### config.mk
export PLATFORM = sky130hd
export DESIGN_NAME = serializer
export DESIGN_NICKNAME = d
export VERILOG_FILES = /design/src/rtl/serializer.sv
export SDC_FILE = /design/constraint.sdc
export NUM_CORES = 1
export LEC_CHECK = 0
export ABC_AREA = 1
export BUFFER_PORTS_ARGS = -buffer_cell sky130_fd_sc_hd__buf_2
export CORE_MARGIN = 1.5
export CORE_UTILIZATION = 30
export DETAILED_ROUTE_END_ITERATION = 12
export GPL_TIMING_DRIVEN = 0
export SLEW_MARGIN = 25
export SYNTH_ARGS = -nofsm -noshare
export SYNTH_HDL_FRONTEND = slang
export SYNTH_SLANG_ARGS = --single-unit
### constraint.sdc
create_clock -name i_clk -period 1.24 [get_ports i_clk]
set_input_delay 0.062 -clock i_clk [delete_from_list [all_inputs] [get_ports i_clk]]
set_output_delay 0.062 -clock i_clk [all_outputs]
set_load 0.03 [all_outputs]
### src/rtl/serializer.sv
// Parallel-to-serial converter: one-word holding register feeding a LENGTH-bit
// shifter, LSB first, with o_dout_last marking the final bit of each word.
module serializer #(
  parameter int LENGTH = 24
) (
  input  logic              i_clk,
  input  logic              i_rst_n,
  input  logic              i_en,
  input  logic [LENGTH-1:0] iv_din,
  input  logic              i_din_valid,
  output logic              o_din_ready,
  output logic              o_dout,
  output logic              o_dout_valid,
  output logic              o_dout_last,
  output logic              o_busy
);

  localparam int CW = $clog2(LENGTH);
  localparam logic [CW-1:0] LAST = CW'(LENGTH - 1);

  typedef enum logic {IDLE, SHIFT} state_t;

  state_t            r_state, w_state_nxt;
  logic [LENGTH-1:0] r_hold;
  logic              r_hold_full;
  logic [LENGTH-1:0] r_shift, w_shift_nxt;
  logic [CW-1:0]     r_cnt, w_cnt_nxt;
  logic              r_dout, r_dout_valid, r_dout_last;
  logic              w_dout_nxt, w_vld_nxt, w_last_nxt;
  logic              w_unload, w_accept;

  // Ready comes from the registered full flag, so accept and unload are exclusive.
  assign o_din_ready  = i_rst_n & ~r_hold_full;
  assign w_accept     = i_din_valid & o_din_ready;
  assign o_dout       = r_dout;
  assign o_dout_valid = r_dout_valid;
  assign o_dout_last  = r_dout_last;
  assign o_busy       = (r_state == SHIFT) | r_hold_full;

  always_comb begin
    w_state_nxt = r_state;
    w_shift_nxt = r_shift;
    w_cnt_nxt   = r_cnt;
    w_dout_nxt  = 1'b0;
    w_vld_nxt   = 1'b0;
    w_last_nxt  = 1'b0;
    w_unload    = 1'b0;
    case (r_state)
      IDLE: begin
        if (r_hold_full) begin
          w_unload    = 1'b1;
          w_dout_nxt  = r_hold[0];
          w_vld_nxt   = 1'b1;
          w_shift_nxt = r_hold >> 1;
          w_cnt_nxt   = CW'(1);
          w_state_nxt = SHIFT;
        end
      end
      SHIFT: begin
        w_dout_nxt = r_shift[0];
        w_vld_nxt  = 1'b1;
        if (r_cnt == LAST) begin
          w_last_nxt = 1'b1;
          w_cnt_nxt  = '0;
          // Chain straight into the held word so the next enabled bit is its bit 0.
          if (r_hold_full) begin
            w_unload    = 1'b1;
            w_shift_nxt = r_hold;
          end else begin
            w_shift_nxt = '0;
            w_state_nxt = IDLE;
          end
        end else begin
          w_shift_nxt = r_shift >> 1;
          w_cnt_nxt   = r_cnt + CW'(1);
        end
      end
      default: w_state_nxt = IDLE;
    endcase
  end

  always_ff @(posedge i_clk or negedge i_rst_n) begin
    if (!i_rst_n) begin
      r_state      <= IDLE;
      r_hold       <= '0;
      r_hold_full  <= 1'b0;
      r_shift      <= '0;
      r_cnt        <= '0;
      r_dout       <= 1'b0;
      r_dout_valid <= 1'b0;
      r_dout_last  <= 1'b0;
    end else begin
      if (w_accept) begin
        r_hold      <= iv_din;
        r_hold_full <= 1'b1;
      end else if (i_en && w_unload) begin
        r_hold_full <= 1'b0;
      end
      if (i_en) begin
        r_state      <= w_state_nxt;
        r_shift      <= w_shift_nxt;
        r_cnt        <= w_cnt_nxt;
        r_dout       <= w_dout_nxt;
        r_dout_valid <= w_vld_nxt;
        r_dout_last  <= w_last_nxt;
      end
    end
  end

endmodule

== After elaboration in Yosys (flattened, before gate mapping) ==
Cells that the tools add are included.

* Bits in registers: 58
* Word-level logic and storage cells: 38

* Add/subtract/negate cells: 1
* Equal/unequal tests: 2
* Multiplexer cells: 19
* Bitwise gates (word level): 5
* Reductions and logical operators: 3

{| class="wikitable"
|+ Operators by type and width
! operator !! number
|-
| $mux W24 || 3
|-
| $pmux W24 S2 || 1
|-
| $mux W5 || 2
|-
| $pmux W5 S2 || 1
|-
| $mux W1 || 8
|-
| $pmux W1 S2 || 4
|-
| $add A5 B1 Y5 const B || 1
|-
| $eq A5 B5 Y1 const B || 1
|-
| $and A1 B1 Y1 || 2
|-
| $ne A2 B2 Y1 const B || 1
|-
| $not A1 Y1 || 2
|-
| $reduce_and A2 Y1 || 1
|-
| $reduce_bool A2 Y1 || 1
|-
| $logic_and A1 B1 Y1 || 1
|-
| $or A1 B1 Y1 || 1
|}

== Logic depth before layout (Yosys ltp) ==
* Depth in word-level cells: 6
* Depth in mapped cells: 10

== Worst setup path after synthesis ==
Ideal clock, no wire load.

* Path type: register to register
* From: register r_cnt[0]
* To: register r_shift[6]
* Setup time: 65 ps
* Data arrival time: 1312 ps
* Data required time: 1175 ps
* Path slack: -137 ps
* Stages on the path, launching flop included: 10
* Buffers on the path: 1
* Period minus slack after synthesis: 1377 ps
* Path through: dfrtp_1 > ha_1 > nand2_1 > inv_1 > nand2_1 > buf_2 > nand3_1 > nand2_1 > nand2_1 > nand2_1

* Longest elaborated chain between the ends: 3

{| class="wikitable"
|+ RTL lines
! item !! line !! source
|-
| start: declaration || 27 || <nowiki>logic [CW-1:0] r_cnt, w_cnt_nxt;</nowiki>
|-
| start signal: assignment || 102 || <nowiki>r_cnt <= w_cnt_nxt;</nowiki>
|-
| $eq A5 B5 Y1 || 62 || <nowiki>if (r_cnt == LAST) begin</nowiki>
|-
| $mux W24 || 62 ||
|-
| $pmux W24 S2 || 48 || <nowiki>case (r_state)</nowiki>
|-
| end signal: assignment || 101 || <nowiki>r_shift <= w_shift_nxt;</nowiki>
|-
| end: declaration || 26 || <nowiki>logic [LENGTH-1:0] r_shift, w_shift_nxt;</nowiki>
|}

Every way passes these cells.
A chain may end at the register's enable or synchronous reset.

== Final worst setup path ==
* From: register r_hold_full
* To: register r_shift[8]

* Longest elaborated chain between the ends: 3

{| class="wikitable"
|+ RTL lines
! item !! line !! source
|-
| start: declaration || 25 || <nowiki>logic r_hold_full;</nowiki>
|-
| start signal: assignment || 86 || <nowiki>r_hold_full <= 1'b0;</nowiki>
|-
| start signal: assignment || 95 || <nowiki>r_hold_full <= 1'b1;</nowiki>
|-
| start signal: assignment || 97 || <nowiki>r_hold_full <= 1'b0;</nowiki>
|-
| $mux W24 || 66 || <nowiki>if (r_hold_full) begin</nowiki>
|-
| $mux W24 || 62 ||
|-
| $pmux W24 S2 || 48 ||
|}

Parallel ways exist; a longest one is shown, timed or not.

==> flow_summary_export.csv <==
group,metric,value,unit
power_and_ir_drop,pwr-share-comb,33.2,%
clock_tree,h-tree-depth,3,
die,num_rows,36,
cells_and_area,final_common_cell,"nand2_1",
worst_setup_path,crit_family,"flip-flops",
cells_and_area,num_antenna_cells,0,
cells_and_area,fin_util,46.2,%
sta,drv_slew,0,
worst_setup_path,slowest_delay,0.44,ns
clock_tree,cts_tree,"built",
place,port_buffers,31,
power_and_ir_drop,power.static_leakage,2.41,nW
worst_setup_path,cpMaxStageDelayCell,"dfrtp_2",
clock_tree,cts_buffers,9,
place,dpl.hpwl,4830,um
grt,overflow,0,
detailed_routing,wl_per_cell,13.0,um
run,maxCapViolCount,0,
worst_setup_path,r2r-start,"r_hold_full$_DFFE_PN0P_",
sta,fmax,769,MHz
place,place.gp.congestion,0.767,
power_and_ir_drop,p_int,4.97,mW
yosys,synth_area,3020,um^2
worst_setup_path,critPathMaxFanout,8,
outcome,violations,"hold timing, setup timing",
place,dp_slack,-0.761,ns
cells_and_area,nNetsFinal,548,
cells_and_area,drive_gt1_share,31.0,%
sta,whs,-0.309,ns
detailed_routing,route.detailed.drc,0,
sta,slew_headroom,60.4,%
worst_hold_path,min_path_type,"primary input to asynchronous set/reset pin",
die,die_h,103,um
die,die_area,10700,um^2
sta,setup_ws,-0.0610,ns
sta,fin_crit_sh,105,%
power_and_ir_drop,p_total,7.76,mW
grt,grt_pass1_vias,2742,
grt,grt_pass1_wl,13400,um
sta,finalSetupViolCount,27,
power_and_ir_drop,switching_share,35.9,%
yosys,syn-instance-count,420,
power_and_ir_drop,clockPowerShare,23.4,%
yosys,synth_area_leader_cell,"dfrtp_1",
detailed_routing,ant_nets,0,
power_and_ir_drop,seqPwrFrac,43.4,%
sta,skew,0.00983,ns
grt,antenna_found_initial,0,
cells_and_area,syn_to_final_growth,49.4,%
clock_tree,worstSkewPairLatency,0.34,ns
grt,grt_use_total,16.4,%
worst_setup_path,setup.worst_path.start_class,"flop",
yosys,syn-num-nets,449,
yosys,syn_area_per_cell,7.20,um^2
grt,grt_max_degree,60,
power_and_ir_drop,p_sw,2.79,mW
clock_tree,cts_hold_buf,24,
detailed_routing,drt-pass1-iter-count,4,
sta,finalCriticalPeriod,1.30,ns
worst_setup_path,cp_cell_sequence,"inv_2 -> nand2_4 -> nand2_4 -> buf_12 -> clkbuf_16 -> nand2_2 -> nand2_1 -> inv_1 -> nand2_1",
power_and_ir_drop,power_density,1720,nW/um^2
worst_setup_path,crit_required,1.47,ns
power_and_ir_drop,ir_worst_vdd,0.609,mV
detailed_routing,first_iter_violations,95,
sta,rsz0062_at_grt,"yes",
worst_setup_path,worstSetupPathType,"flop to flop",
worst_setup_path,reg2reg_depth,9,
die,die_w,103,um
yosys,ys_types,21,
yosys,synth_area_leaders,"dfrtp_1 (48%), nand2_1 (26%), nand3_1 (12%)",
clock_tree,cts_sinks,58,
die,core_area,9770,um^2
worst_setup_path,endpoint_kind,"flop",
worst_setup_path,crit_buf_inv,4,
yosys,ys_ff_latch,58,
clock_tree,cts_root_buf,"clkbuf_8",
yosys,yosys_warnings,0,
detailed_routing,vias,2941,
worst_setup_path,rrSetupSlack,-0.06,ns
clock_tree,clkTransAtPathRegs,0.06,ns
yosys,synth_top_area_share,48.0,%
die,ios,33,
yosys,seq_area_frac_synth,48.0,%
worst_setup_path,worstPathArrival,1.53,ns
outcome,outcome,"finished with violations",
sta,hold_viol_final,58,
cells_and_area,fillers,981,
detailed_routing,routed_wl,8550,um
clock_tree,clk_path_buf_depth,2,
detailed_routing,vias_per_cell,4.48,
die,initial_core_util,30.9,%
worst_setup_path,r2r_end,"r_shift[8]$_DFFE_PN0P_",
cells_and_area,final_cell_mix,"nand2_1 (185), dfrtp_1 (57), nand3_1 (53)",
sta,tightest_slew,0.594,ns
[per-stage QoR]
step | cell area, um^2 | cells | TNS [ns]
global placement | 3380 | 584 | -36.55
finish | 4520 | 656 | -0.803
global route | 4520 | 656 | -2.64
floorplan | 3060 | 420 | 0
detailed placement | 3380 | 584 | -20.89
CTS | 4120 | 638 | -0.420
[area by class of cell]
cell class | instances | area, um^2 | area share, %
timing repair buffer | 88 | 766 | 16.9
clock inverter | 2 | 35.0 | 0.775
sequential | 58 | 1450 | 32.1
clock buffer | 13 | 169 | 3.74
tap | 133 | 166 | 3.68
multi-input combinational | 306 | 1560 | 34.4
buffer | 23 | 245 | 5.43
inverter | 33 | 129 | 2.85
[Yosys cell counts, drive strengths merged]
cell type and number:
a21oi 3, nand3b 1, inv 33, dfrtp 58
nand3 72, buf 20, o21ai 5, nand2 212
clkbuf 4, nor3 1, ha 1, nor2 9
xor2 1
[cell families (layout without fill, tap and decap cells)]
kind of cell | Yosys count | after routing | synth area share [%]
AO/OA/AOI/OAI | 8 | 8 | 1.32
XOR/XNOR | 1 | 1 | 0.290
adder cells (fa/ha/maj) | 1 | 1 | 0.414
buffers and inverters | 57 | 159 | 9.35
flip-flops | 58 | 58 | 48.0
AND/OR/NAND/NOR | 295 | 296 | 40.6
[power groups by stage]
stage          clock, mW  sequential (mW)  combinational, mW
6_report            1.82             3.37               2.57
4_1_cts             1.85             3.26               2.25
5_1_grt             1.92             3.47               2.92
3_5_place_dp           0             3.26               1.87
2_1_floorplan          0             3.13               1.43
3_3_place_gp           0             3.24               1.82
[flip-flops by register name, indices dropped and copies added, names as in the netlist]
register and flops:
o_dout_valid 1, o_dout 1, r_shift 24, r_state 1
o_dout_last 1, r_cnt 5, r_hold 24, r_hold_full 1
[what timing repair did]
item,4_1_cts,5_1_grt
hold endpoints to repair,82,58
resized for setup,47,66
buffers inserted,11,14
gates cloned,5,4
endpoints found under the setup margin,54,55
pin swaps,7,29
[per-layer routing]
| layer | up-vias | part of all wire (%) | global-route usage (%) |
|---|---|---|---|
| li1 | 1504 | - | - |
| met1 | 1367 | 47 | 22.1 |
| met2 | 57 | 47 | 26.0 |
| met3 | 13 | 4.2 | 3.90 |
| met4 | 0 | 1.6 | 5.20 |
| met5 | - | 0 | 0 |
[worst max path at each step]
stage	start	to	depth (start not counted)
2_1_floorplan	r_state$_DFFE_PN0P_	r_shift[10]$_DFFE_PN0P_	10
3_3_place_gp	i_rst_n	r_hold[23]$_DFFE_PN0P_	7
3_5_place_dp	i_rst_n	r_hold[17]$_DFFE_PN0P_	7
4_1_cts	r_hold_full$_DFFE_PN0P_	o_din_ready	3
5_1_grt	r_hold_full$_DFFE_PN0P_	r_shift[12]$_DFFE_PN0P_	9
6_report	r_hold_full$_DFFE_PN0P_	r_shift[8]$_DFFE_PN0P_	9
No activity file was read; power rests on OpenSTA's default activity.
